### src/rtl/hazard_ctrl_if.sv
// hazard_ctrl_if: decode-side hazard inputs and per-stage stall/flush controls
interface hazard_ctrl_if #(parameter int CNT_W = 16);
    logic [2:0]       fd_readReg1;
    logic [2:0]       fd_readReg2;
    logic             fd_uses1;
    logic             fd_uses2;
    logic             DX_memRead;
    logic             DX_regWrite;
    logic [2:0]       DX_writeReg;
    logic             redirect;
    logic             imem_stall;
    logic             dmem_stall;
    logic             wb_halt;
    logic             pc_stall;
    logic             FD_stall;
    logic             FD_flush;
    logic             DX_stall;
    logic             DX_flush;
    logic             XM_stall;
    logic             pend_redirect;
    logic [1:0]       state;
    logic [CNT_W-1:0] stall_cnt;

    modport master (
        output fd_readReg1, fd_readReg2, fd_uses1, fd_uses2,
               DX_memRead, DX_regWrite, DX_writeReg,
               redirect, imem_stall, dmem_stall, wb_halt,
        input  pc_stall, FD_stall, FD_flush, DX_stall, DX_flush, XM_stall,
               pend_redirect, state, stall_cnt
    );

    modport slave (
        input  fd_readReg1, fd_readReg2, fd_uses1, fd_uses2,
               DX_memRead, DX_regWrite, DX_writeReg,
               redirect, imem_stall, dmem_stall, wb_halt,
        output pc_stall, FD_stall, FD_flush, DX_stall, DX_flush, XM_stall,
               pend_redirect, state, stall_cnt
    );
endinterface

### src/rtl/hazard_ctrl.sv
// hazard_ctrl: pipeline stall/flush control for load-use, redirect, memory busy and halt
module hazard_ctrl #(
    parameter int CNT_W = 16
) (
    input  logic          clk,
    input  logic          rst,
    hazard_ctrl_if.slave  bus
);
    typedef enum logic [1:0] {RUN = 2'b00, MSTALL = 2'b01, PEND = 2'b10, HALT = 2'b11} state_t;

    state_t           st, st_nx;
    logic [CNT_W-1:0] cnt;
    logic             load_use;
    logic             pc_s, fd_s, fd_f, dx_s, dx_f, xm_s, pend;

    assign load_use = bus.DX_memRead & bus.DX_regWrite &
                      ((bus.fd_uses1 & (bus.fd_readReg1 == bus.DX_writeReg)) |
                       (bus.fd_uses2 & (bus.fd_readReg2 == bus.DX_writeReg)));

    // Controls and next state; MSTALL resolves exactly like RUN since dmem_stall dominates both
    always_comb begin
        {pc_s, fd_s, fd_f, dx_s, dx_f, xm_s, pend} = '0;
        st_nx = st;
        if (st == HALT) begin
            {pc_s, fd_s, dx_s, xm_s} = '1;
        end else if (st == PEND) begin
            pend = 1'b1;
            if (bus.dmem_stall) begin
                {pc_s, fd_s, dx_s, xm_s} = '1;
            end else if (bus.imem_stall) begin
                pc_s = 1'b1;
                fd_f = 1'b1;
            end else begin
                st_nx = RUN;
            end
        end else begin
            st_nx = RUN;
            if (bus.dmem_stall) begin
                {pc_s, fd_s, dx_s, xm_s} = '1;
                st_nx = MSTALL;
            end else if (bus.redirect) begin
                fd_f  = 1'b1;
                dx_f  = 1'b1;
                st_nx = bus.imem_stall ? PEND : RUN;
            end else if (load_use) begin
                pc_s = 1'b1;
                fd_s = 1'b1;
                dx_f = 1'b1;
            end else if (bus.imem_stall) begin
                pc_s = 1'b1;
                fd_f = 1'b1;
            end
        end
        if (bus.wb_halt) st_nx = HALT;
    end

    // State register and saturating stall-cycle counter
    always_ff @(posedge clk) begin
        if (rst) begin
            st  <= RUN;
            cnt <= '0;
        end else begin
            st <= st_nx;
            if (pc_s && !(&cnt)) cnt <= cnt + 1'b1;
        end
    end

    assign bus.pc_stall      = pc_s & ~rst;
    assign bus.FD_stall      = fd_s & ~rst;
    assign bus.FD_flush      = fd_f & ~rst;
    assign bus.DX_stall      = dx_s & ~rst;
    assign bus.DX_flush      = dx_f & ~rst;
    assign bus.XM_stall      = xm_s & ~rst;
    assign bus.pend_redirect = pend & ~rst;
    assign bus.state         = rst ? 2'b00 : st;
    assign bus.stall_cnt     = rst ? '0 : cnt;
endmodule

### src/flat_wrapper.sv
// flat-port wrapper written by rule: the top's interface ports become plain ports
module hazard_ctrl_flat 
#(
    parameter int CNT_W = 16
)
  (clk, rst, bus_fd_readReg1, bus_fd_readReg2, bus_fd_uses1, bus_fd_uses2, bus_DX_memRead, bus_DX_regWrite, bus_DX_writeReg, bus_redirect, bus_imem_stall, bus_dmem_stall, bus_wb_halt, bus_pc_stall, bus_FD_stall, bus_FD_flush, bus_DX_stall, bus_DX_flush, bus_XM_stall, bus_pend_redirect, bus_state, bus_stall_cnt);
  hazard_ctrl_if #(.CNT_W(CNT_W)) bus_i ();
  input  logic clk;
  input  logic rst;
  input wire logic [$bits(bus_i.fd_readReg1)-1:0] bus_fd_readReg1;
  input wire logic [$bits(bus_i.fd_readReg2)-1:0] bus_fd_readReg2;
  input wire logic [$bits(bus_i.fd_uses1)-1:0] bus_fd_uses1;
  input wire logic [$bits(bus_i.fd_uses2)-1:0] bus_fd_uses2;
  input wire logic [$bits(bus_i.DX_memRead)-1:0] bus_DX_memRead;
  input wire logic [$bits(bus_i.DX_regWrite)-1:0] bus_DX_regWrite;
  input wire logic [$bits(bus_i.DX_writeReg)-1:0] bus_DX_writeReg;
  input wire logic [$bits(bus_i.redirect)-1:0] bus_redirect;
  input wire logic [$bits(bus_i.imem_stall)-1:0] bus_imem_stall;
  input wire logic [$bits(bus_i.dmem_stall)-1:0] bus_dmem_stall;
  input wire logic [$bits(bus_i.wb_halt)-1:0] bus_wb_halt;
  output wire logic [$bits(bus_i.pc_stall)-1:0] bus_pc_stall;
  output wire logic [$bits(bus_i.FD_stall)-1:0] bus_FD_stall;
  output wire logic [$bits(bus_i.FD_flush)-1:0] bus_FD_flush;
  output wire logic [$bits(bus_i.DX_stall)-1:0] bus_DX_stall;
  output wire logic [$bits(bus_i.DX_flush)-1:0] bus_DX_flush;
  output wire logic [$bits(bus_i.XM_stall)-1:0] bus_XM_stall;
  output wire logic [$bits(bus_i.pend_redirect)-1:0] bus_pend_redirect;
  output wire logic [$bits(bus_i.state)-1:0] bus_state;
  output wire logic [$bits(bus_i.stall_cnt)-1:0] bus_stall_cnt;
  assign bus_i.fd_readReg1 = bus_fd_readReg1;
  assign bus_i.fd_readReg2 = bus_fd_readReg2;
  assign bus_i.fd_uses1 = bus_fd_uses1;
  assign bus_i.fd_uses2 = bus_fd_uses2;
  assign bus_i.DX_memRead = bus_DX_memRead;
  assign bus_i.DX_regWrite = bus_DX_regWrite;
  assign bus_i.DX_writeReg = bus_DX_writeReg;
  assign bus_i.redirect = bus_redirect;
  assign bus_i.imem_stall = bus_imem_stall;
  assign bus_i.dmem_stall = bus_dmem_stall;
  assign bus_i.wb_halt = bus_wb_halt;
  assign bus_pc_stall = bus_i.pc_stall;
  assign bus_FD_stall = bus_i.FD_stall;
  assign bus_FD_flush = bus_i.FD_flush;
  assign bus_DX_stall = bus_i.DX_stall;
  assign bus_DX_flush = bus_i.DX_flush;
  assign bus_XM_stall = bus_i.XM_stall;
  assign bus_pend_redirect = bus_i.pend_redirect;
  assign bus_state = bus_i.state;
  assign bus_stall_cnt = bus_i.stall_cnt;
  hazard_ctrl #(.CNT_W(CNT_W)) u_core (.clk(clk), .rst(rst), .bus(bus_i));
endmodule
### config.mk
export PLATFORM = sky130hd
export DESIGN_NAME = hazard_ctrl_flat
export DESIGN_NICKNAME = d
export VERILOG_FILES = /design/src/rtl/hazard_ctrl_if.sv /design/src/rtl/hazard_ctrl.sv /design/src/flat_wrapper.sv
export SDC_FILE = /design/constraint.sdc
export NUM_CORES = 1
export LEC_CHECK = 0
export ABC_CLOCK_PERIOD_IN_PS = 2490
export CAP_MARGIN = 20
export CORE_MARGIN = 3
export CORE_UTILIZATION = 44
export DETAILED_ROUTE_END_ITERATION = 8
export MAX_ROUTING_LAYER = met4
export PLACE_DENSITY_LB_ADDON = 0.15
export SYNTH_ARGS = -nofsm -noshare
export SYNTH_HDL_FRONTEND = slang
export SYNTH_SLANG_ARGS = --single-unit
### constraint.sdc
create_clock -name clk -period 2.49 [get_ports clk]
set_input_delay 0.249 -clock clk [delete_from_list [all_inputs] [get_ports clk]]
set_output_delay 0.249 -clock clk [all_outputs]
set_load 0.03 [all_outputs]
Word-level counts from Yosys, hierarchy flattened. Cells that the tools add are included.

Bitwise operators: 12. Eq/ne operators: 7. Multiplexer cells: 36. Add/subtract/negate cells: 1. Reductions and logical operators: 4.

Operator list (number): 1-bit two-way mux (26); 2-bit two-way mux (9); 16-bit by 1-bit adder with 16-bit output, second input constant (1); 16-bit two-way mux (1); 16-bit AND reduction (1); 1-bit bitwise AND (10); 3-bit equality test (2); 3-bit != test, second input constant (2); 2-bit equality test, second input constant (2); 3-bit AND reduction (1); 2-bit != test, second input constant (1); 1-bit logical AND (1); 1-bit logical NOT (1); 1-bit inverter (1); 1-bit OR (1).

Flip-flop bits (word level): 18. Logic and storage cells: 62. Output and inout bits: 25. Bits of input ports: 19.

Logic depth before layout (Yosys ltp). Gate-level depths: netlist of the first run.

Depth after elaboration: 10. Depth in mapped cells: 8. Mapped depth without buffers: 6.

Least setup slack after synthesis of the first run. OpenSTA, ideal clock, no wires.

Path kind: input to output. Start point: in bus_fd_readReg2[0]. End point: out bus_FD_flush. Path buffers: 0. Arrival: 2.291 ns. Stages: 6. Slack: -0.050 ns. Cells stage by stage: xnor2_1 nand4_1 a21oi_1 nor2b_1 nor3_1 a2111oi_0.

Word-level cells in the longest chain between the ends: 10.

Ends and longest elaborated chain: from (decl) (RTL line flat_wrapper.sv:11) `input wire logic [$bits(bus_i.fd_readReg2)-1:0] bus_fd_readReg2;`; 3-bit equality test (RTL line hazard_ctrl.sv:18) `(bus.fd_uses2 & (bus.fd_readReg2 == bus.DX_writeReg)));`; 1-bit bitwise AND (RTL line hazard_ctrl.sv:18); 1-bit OR (RTL line hazard_ctrl.sv:17) `((bus.fd_uses1 & (bus.fd_readReg1 == bus.DX_writeReg)) |`; 1-bit bitwise AND (RTL line hazard_ctrl.sv:16) `assign load_use = bus.DX_memRead & bus.DX_regWrite &`; 1-bit two-way mux (RTL line hazard_ctrl.sv:45) `end else if (load_use) begin`; 1-bit two-way mux (RTL line hazard_ctrl.sv:41) `end else if (bus.redirect) begin`; 1-bit two-way mux (RTL line hazard_ctrl.sv:38) `if (bus.dmem_stall) begin`; 1-bit two-way mux (RTL line hazard_ctrl.sv:26) `end else if (st == PEND) begin`; 1-bit two-way mux (RTL line hazard_ctrl.sv:24) `if (st == HALT) begin`; 1-bit bitwise AND (RTL line hazard_ctrl.sv:70) `assign bus.FD_flush = fd_f & ~rst;`; to (decl) (RTL line flat_wrapper.sv:23) `output wire logic [$bits(bus_i.FD_flush)-1:0] bus_FD_flush;`.

No other way between the ends.

Worst setup path after layout of the first run.
Start point: in bus_DX_writeReg[0]. End point: out bus_FD_flush.

Word-level cells in the longest chain between the ends: 10. Elaborated cells on any way between the ends: 12. Classes of those cells: 2 x eq/ne; 5 x mux; 5 x bitwise.

Ends and longest elaborated chain: from (decl) (RTL line flat_wrapper.sv:16) `input wire logic [$bits(bus_i.DX_writeReg)-1:0] bus_DX_writeReg;`; 3-bit equality test (on tied branches) (RTL line hazard_ctrl.sv:17, hazard_ctrl.sv:18); 1-bit bitwise AND (on tied branches) (RTL line hazard_ctrl.sv:17, hazard_ctrl.sv:18); 1-bit OR (*) (RTL line hazard_ctrl.sv:17); 1-bit bitwise AND (*) (RTL line hazard_ctrl.sv:16); 1-bit two-way mux (*) (RTL line hazard_ctrl.sv:45); 1-bit two-way mux (*) (RTL line hazard_ctrl.sv:41); 1-bit two-way mux (*) (RTL line hazard_ctrl.sv:38); 1-bit two-way mux (*) (RTL line hazard_ctrl.sv:26); 1-bit two-way mux (*) (RTL line hazard_ctrl.sv:24); 1-bit bitwise AND (*) (RTL line hazard_ctrl.sv:70).

Every way passes the cells marked *; elsewhere a longest branch is shown, timed or not.

==> impl_metrics.env, run 1 <==
export IMPL_drt_total_wl_mm=2.91
export IMPL_synthDistinctLibCells=39
export IMPL_mappedNetlistArea_mm2=0.00121
export IMPL_worst_r2r_path_depth=6
export IMPL_count_of_pins_over_their_slew_limit=0
export IMPL_global_route_overflow_total=0
export IMPL_power_static_leakage_nw=0.680
export IMPL_crit_chain="clkdlybuf4s50_1 -> xnor2_1 -> nand4_1 -> a21oi_1 -> nor2b_1 -> nor3_1 -> a2111oi_1 -> buf_4"
export IMPL_cp_endpoint="bus_FD_flush"
export IMPL_endpoint_of_the_lowest_slack_register_to_register_path="u_core.cnt[13]"
export IMPL_fraction_of_final_layout_cells_sized_beyond_drive_strength_1_pct=22.6
export IMPL_source_of_the_critical_timing_path="bus_DX_writeReg[0]"
export IMPL_final_setup_viol_count=0
export IMPL_cts_inserted_buffers=3
export IMPL_worst_r2r_startpoint="u_core.cnt[0]"
export IMPL_avgRoutedWirePerCell_um=12.9
export IMPL_reg2reg_slack_ps=410
export IMPL_min_period_over_period_pct=89.4
export IMPL_critical_path_required_ps=2240
export IMPL_wire_length_of_the_first_global_routing_pass_mm=4.78
export IMPL_number_of_buffers_added_for_setup_after_cts=0
export IMPL_ctsHoldBuffers=0
export IMPL_critical_path_slowest_cell="a2111oi_1"
export IMPL_critPathArrivalTime_ps=1980
export IMPL_finalCoreUtilization_pct=64.0
export IMPL_total_number_of_cells_along_the_worst_setup_path=8
export IMPL_core_area_mm2=0.00254
export IMPL_placedCellCount=221
export IMPL_first_pass_iters=4
export IMPL_drc_errors=0
export IMPL_switching_share_pct=30.2
export IMPL_power_frac_clock_pct=27.6
export IMPL_cts_root_buffer="clkbuf_4"
export IMPL_outcome="completed"
export IMPL_finalHoldWorstSlack_ps=512
export IMPL_n_fill_cell=223
export IMPL_die_h_um=58.5
export IMPL_placement_setup_worst_slack_ps=178
export IMPL_synthesis_yosys_warnings=0
export IMPL_min_from="bus_wb_halt"
export IMPL_total_design_power_uw=666
export IMPL_synth_area_leader_cell="dfxtp_1"
export IMPL_dieWidth_um=58.5
export IMPL_clock_insertion_delay_worst_skew_ps=300
export IMPL_worst_path_max_fanout=4
export IMPL_timing_final_crit_period_ps=2230
export IMPL_areaGrowthSynthToFinish_pct=34.5
export IMPL_num_rows=18
export IMPL_worst_ir_drop_vdd_mv=0.523
export IMPL_first_global_vias=1101
export IMPL_timing_worst_slew_pin_value_ps=429
export IMPL_tritoncts="built"
export IMPL_syn_mean_instance_area_um2=7.97
export IMPL_worst_clock_skew_ps=4.33
export IMPL_postSynthRegisterBits=18
export IMPL_stdcell_area_mm2=0.00163
export IMPL_critPathBufInv=2
export IMPL_antenna_diode_count=0
export IMPL_cts_reportedPaths_clkPinSlew_ps=110
export IMPL_clock_sink_count=18
export IMPL_crit_path_max_incr_delay_ps=460
export IMPL_internal_power_uw=465
export IMPL_setup_total_negative_slack_ps=0
export IMPL_path_delay_family="buffers and inverters"
export IMPL_grtUsageTotal_pct=18.1
export IMPL_share_comb_of_total_power_pct=25.9
export IMPL_synth_area_leaders="dfxtp_1 (30%), nor2b_1 (8.3%), nor2_1 (6.8%), xnor2_1 (4.3%), a21oi_1 (4.1%)"
export IMPL_detailedRoute_firstIterationViolations=35
export IMPL_hold_crit_class="input pin to flop"
export IMPL_sequentialPowerShare_pct=46.5
export IMPL_die_area_mm2=0.00342
export IMPL_port_buffer_count=43
export IMPL_slew_limit_headroom_pct=71.3
export IMPL_clk_path_buf_depth=2
export IMPL_endpoint_kind="primary output"
export IMPL_final_critical_path_setup_slack_ps=264
export IMPL_nNetsFinal=216
export IMPL_crit_type="input pin to primary output"
export IMPL_max_cap_viol_count=0
export IMPL_p_sw_uw=201
export IMPL_routabilityCongestion=0.865
export IMPL_detailedPlacementHpwl_mm=2.31
export IMPL_antenna_found_initial=0
export IMPL_synthCells=152
export IMPL_via_count=1207
export IMPL_viasPerCell=5.36
export IMPL_placed_cell_area_mm2=0.00159
export IMPL_start_kind="input pin"
export IMPL_yosysSeqAreaShare_pct=29.8
export IMPL_largest_net_degree_at_the_start_of_global_routing=22
export IMPL_count_of_antenna_violating_nets_left_after_detailed_routing=0
export IMPL_cts_repair_resized=0
export IMPL_yosys_area_top_type_share_pct=29.8
export IMPL_initial_core_util_pct=47.6
export IMPL_io_pins=44
export IMPL_timing_fmax_mhz=449
export IMPL_synth_net_count=172
export IMPL_final_cells=225
export IMPL_htree_levels=1
export IMPL_grt_setup_unrepaired="no"
export IMPL_final_hold_violation_count=0
export IMPL_power_density_mw_per_mm2=409
==> registers in the layout, indices dropped and copies added, names as in the netlist <==
| signal | flops |
|---|---|
| u_core.cnt | 16 |
| u_core.st | 2 |
==> how the worst min path moves through the flow <==
| stage | endpoint | slack [ps] | depth (start not counted) |
|---|---|---|---|
| floorplan | u_core.st[1] | 380 | 2 |
| global placement | u_core.cnt[9] | 510 | 3 |
| detailed placement | u_core.cnt[9] | 530 | 3 |
| CTS | u_core.st[1] | 510 | 3 |
| global route | u_core.st[1] | 540 | 3 |
| finish | u_core.st[1] | 510 | 3 |
==> cells in the mapped netlist <==
cell type  number
mux2_2          1
nand3_1         8
nor3_2          3
nand4_2         1
mux2_1          4
inv_2           1
a311oi_1        1
nor2b_1        16
nand4_1         4
o22ai_1         1
o32a_4          1
or2_4           1
clkbuf_1        3
xnor2_1         6
buf_1           1
mux2i_1         1
inv_1           4
and2_1          1
nand2_4         1
nand2b_1        1
buf_2           1
nor3_1          4
mux2_4          3
and4_1          1
a21oi_1        10
o21ai_0         2
ha_1            1
nor2_1         22
dfxtp_1        18
a211oi_1        1
or4_1           4
nor4_1          4
a21o_1          2
buf_12          1
o21ai_1         2
nand2_1        12
a2111oi_0       1
buf_4           1
xor2_1          2
==> worst min-delay path, delay by kind of cell <==
family          cells  cell delay (ps)
buf+inv             2              480
compound gates      1               50
==> power groups by stage <==
stage | sequential, mW | combinational (mW) | clock [mW]
after global placement | 0.316 | 0.168 | 0
after detailed placement | 0.316 | 0.173 | 0
after floorplan | 0.311 | 0.118 | 0
after CTS | 0.310 | 0.173 | 0.189
after global routing | 0.312 | 0.188 | 0.200
final | 0.310 | 0.172 | 0.184
==> layer usage <==
layer	track usage [%]	vias up	part of all wire [%]
li1	-	618	-
met1	22.8	563	44
met2	30.1	24	51
met3	3.95	2	4.3
met4	2.98	0	0.31
met5	-	-	0
==> logic make-up after synthesis <==
group	Yosys count	synth area share [%]
flip-flops	18	29.8
AO/OA/AOI/OAI	21	11.5
XOR/XNOR	8	5.79
multiplexers	9	9.19
adder cells (fa/ha/maj)	1	1.03
AND/OR/NAND/NOR	83	37.3
buffers and inverters	12	5.47
==> placed cells by master, fill, tap and decap left out, types with 3 or more instances in the layout <==
| cell type | n |
|---|---|
| nor2b_1 | 16 |
| xnor2_1 | 6 |
| nor2_1 | 22 |
| nand4_1 | 4 |
| nor3_2 | 3 |
| nand3_1 | 8 |
| mux2_1 | 4 |
| nand2_1 | 12 |
| a21oi_1 | 10 |
| buf_4 | 28 |
| dfxtp_1 | 18 |
| clkdlybuf4s50_1 | 18 |
| inv_1 | 4 |
| nor4_1 | 4 |
| or4_1 | 4 |
| mux2_4 | 3 |
| clkbuf_4 | 3 |
| nor3_1 | 4 |
==> layout make-up <==
| cell class | count | area, um^2 | area share [%] |
|---|---|---|---|
| Multi-Input combinational cell | 122 | 786 | 48.2 |
| Timing Repair Buffer | 46 | 390 | 24.0 |
| Sequential cell | 18 | 360 | 22.1 |
| Tap cell | 30 | 37.5 | 2.30 |
| Clock buffer | 4 | 36.3 | 2.23 |
| Inverter | 5 | 18.8 | 1.15 |
No activity file was read; power rests on OpenSTA's default activity.
==> run 2, diff against run 1 <==
--- a/config.mk
+++ b/config.mk
@@ -11,7 +11,7 @@
 export CORE_UTILIZATION = 44
 export DETAILED_ROUTE_END_ITERATION = 8
 export MAX_ROUTING_LAYER = met4
-export PLACE_DENSITY_LB_ADDON = 0.15
+export PLACE_DENSITY = 0.79
 export SYNTH_ARGS = -nofsm -noshare
 export SYNTH_HDL_FRONTEND = slang
 export SYNTH_SLANG_ARGS = --single-unit
==> run 2 against run 1 <==
Effect of this change:
- critical path depth is the same
- sequential power is essentially flat
- via count grew 2.6%
- wire length grew 7.4%
- critical path type unchanged
==> impl_metrics.env, run 2 (synthesis gave the netlist of run 1 again) <==
export IMPL_largest_net_degree_at_the_start_of_global_routing=28
export IMPL_tritoncts="built"
export IMPL_timing_worst_slew_pin_value_ps=343
export IMPL_die_h_um=58.5
export IMPL_timing_final_crit_period_ps=2140
export IMPL_htree_levels=1
export IMPL_cts_root_buffer="clkbuf_4"
export IMPL_worst_r2r_startpoint="u_core.cnt[0]"
export IMPL_detailedPlacementHpwl_mm=2.41
export IMPL_drt_total_wl_mm=3.12
export IMPL_placedCellCount=221
export IMPL_hold_crit_class="input pin to flop"
export IMPL_cts_inserted_buffers=3
export IMPL_antenna_found_initial=0
export IMPL_fraction_of_final_layout_cells_sized_beyond_drive_strength_1_pct=22.1
export IMPL_io_pins=44
export IMPL_viasPerCell=5.50
export IMPL_crit_type="input pin to primary output"
export IMPL_source_of_the_critical_timing_path="bus_DX_writeReg[0]"
export IMPL_final_critical_path_setup_slack_ps=352
export IMPL_clock_sink_count=18
export IMPL_initial_core_util_pct=47.6
export IMPL_min_period_over_period_pct=85.9
export IMPL_avgRoutedWirePerCell_um=13.9
export IMPL_wire_length_of_the_first_global_routing_pass_mm=5.20
export IMPL_num_rows=18
export IMPL_count_of_pins_over_their_slew_limit=0
export IMPL_via_count=1238
export IMPL_critPathArrivalTime_ps=1890
export IMPL_critical_path_required_ps=2240
export IMPL_worst_r2r_path_depth=6
export IMPL_power_static_leakage_nw=0.678
export IMPL_clk_path_buf_depth=2
export IMPL_number_of_buffers_added_for_setup_after_cts=0
export IMPL_first_global_vias=1208
export IMPL_die_area_mm2=0.00342
export IMPL_final_setup_viol_count=0
export IMPL_worst_clock_skew_ps=2.35
export IMPL_reg_top3="u_core.cnt x16, u_core.st x2"
export IMPL_outcome="completed"
export IMPL_worst_path_max_fanout=4
export IMPL_placed_cell_area_mm2=0.00160
export IMPL_clock_insertion_delay_worst_skew_ps=310
export IMPL_slew_limit_headroom_pct=77.0
export IMPL_reg2reg_slack_ps=410
export IMPL_stdcell_area_mm2=0.00163
export IMPL_cts_reportedPaths_clkPinSlew_ps=110
export IMPL_cts_repair_resized=0
export IMPL_timing_fmax_mhz=468
export IMPL_antenna_diode_count=0
export IMPL_routabilityCongestion=0.817
export IMPL_max_cap_viol_count=0
export IMPL_placement_setup_worst_slack_ps=206
export IMPL_final_cells=225
export IMPL_areaGrowthSynthToFinish_pct=34.7
export IMPL_global_route_overflow_total=0
export IMPL_worst_ir_drop_vdd_mv=0.311
export IMPL_setup_total_negative_slack_ps=0
export IMPL_grt_setup_unrepaired="no"
export IMPL_count_of_antenna_violating_nets_left_after_detailed_routing=0
export IMPL_drc_errors=0
export IMPL_core_area_mm2=0.00254
export IMPL_mostFrequentLayoutCells="buf_4 (27), nor2_1 (22), clkdlybuf4s50_1 (19), dfxtp_1 (18), nor2b_1 (16)"
export IMPL_layout_commonest_cell="buf_4"
export IMPL_nNetsFinal=216
export IMPL_first_pass_iters=4
export IMPL_largest_reg_flops=16
export IMPL_detailedRoute_firstIterationViolations=50
export IMPL_grtUsageTotal_pct=19.7
export IMPL_final_hold_violation_count=0
export IMPL_endpoint_of_the_lowest_slack_register_to_register_path="u_core.cnt[5]"
export IMPL_port_buffer_count=43
export IMPL_cp_endpoint="bus_FD_flush"
export IMPL_dieWidth_um=58.5
export IMPL_start_kind="input pin"
export IMPL_ctsHoldBuffers=0
export IMPL_power_density_mw_per_mm2=415
export IMPL_endpoint_kind="primary output"
export IMPL_registers_top_by_ff_count="u_core.cnt"
==> run 2: layout make-up <==
class,instances,area [um^2]
fillers,230,913
multi-input cells,122,786
repair buffers,46,393
flip-flops and latches,18,360
well taps,30,37.5
clock buffers,4,36.3
inverters,5,18.8
==> run 2: per-layer routing <==
| metal | track usage [%] | part of all wire, % | up-vias |
|---|---|---|---|
| li1 | - | - | 619 |
| met1 | 23.0 | 45 | 578 |
| met2 | 33.2 | 48 | 32 |
| met3 | 2.85 | 5.2 | 9 |
| met4 | 9.27 | 2.1 | 0 |
| met5 | - | 0 | - |
==> run 2: stage by stage <==
step                util [%]  power, mW  hold slack (ps)
floorplan                  -      0.430              378
global placement        62.7      0.484              502
detailed placement      62.7      0.492              518
CTS                     64.1      0.681              513
global route            64.1      0.703              522
finish                  64.1      0.677              525
==> run 2: where the power goes <==
| group | total, mW | internal, mW | switching, mW |
|---|---|---|---|
| clock network | 0.191 | 0.0894 | 0.102 |
| logic | 0.175 | 0.0797 | 0.0950 |
| registers | 0.311 | 0.297 | 0.0139 |
==> run 2: how the worst min path moves through the flow <==
stage,start,end,depth (start not counted)
after floorplan,bus_wb_halt,u_core.st[1],2
after global placement,u_core.cnt[8],u_core.cnt[9],3
after detailed placement,u_core.cnt[8],u_core.cnt[9],3
after CTS,bus_wb_halt,u_core.st[1],3
after global routing,bus_wb_halt,u_core.st[1],3
final,bus_wb_halt,u_core.st[1],3
==> run 2: critical path, stage by stage <==
cell	delay [ps]
clkdlybuf4s50_1	450
xnor2_1	150
nand4_1	110
a21oi_1	140
nor2b_1	130
nor3_1	50
a2111oi_1	370
buf_4	230
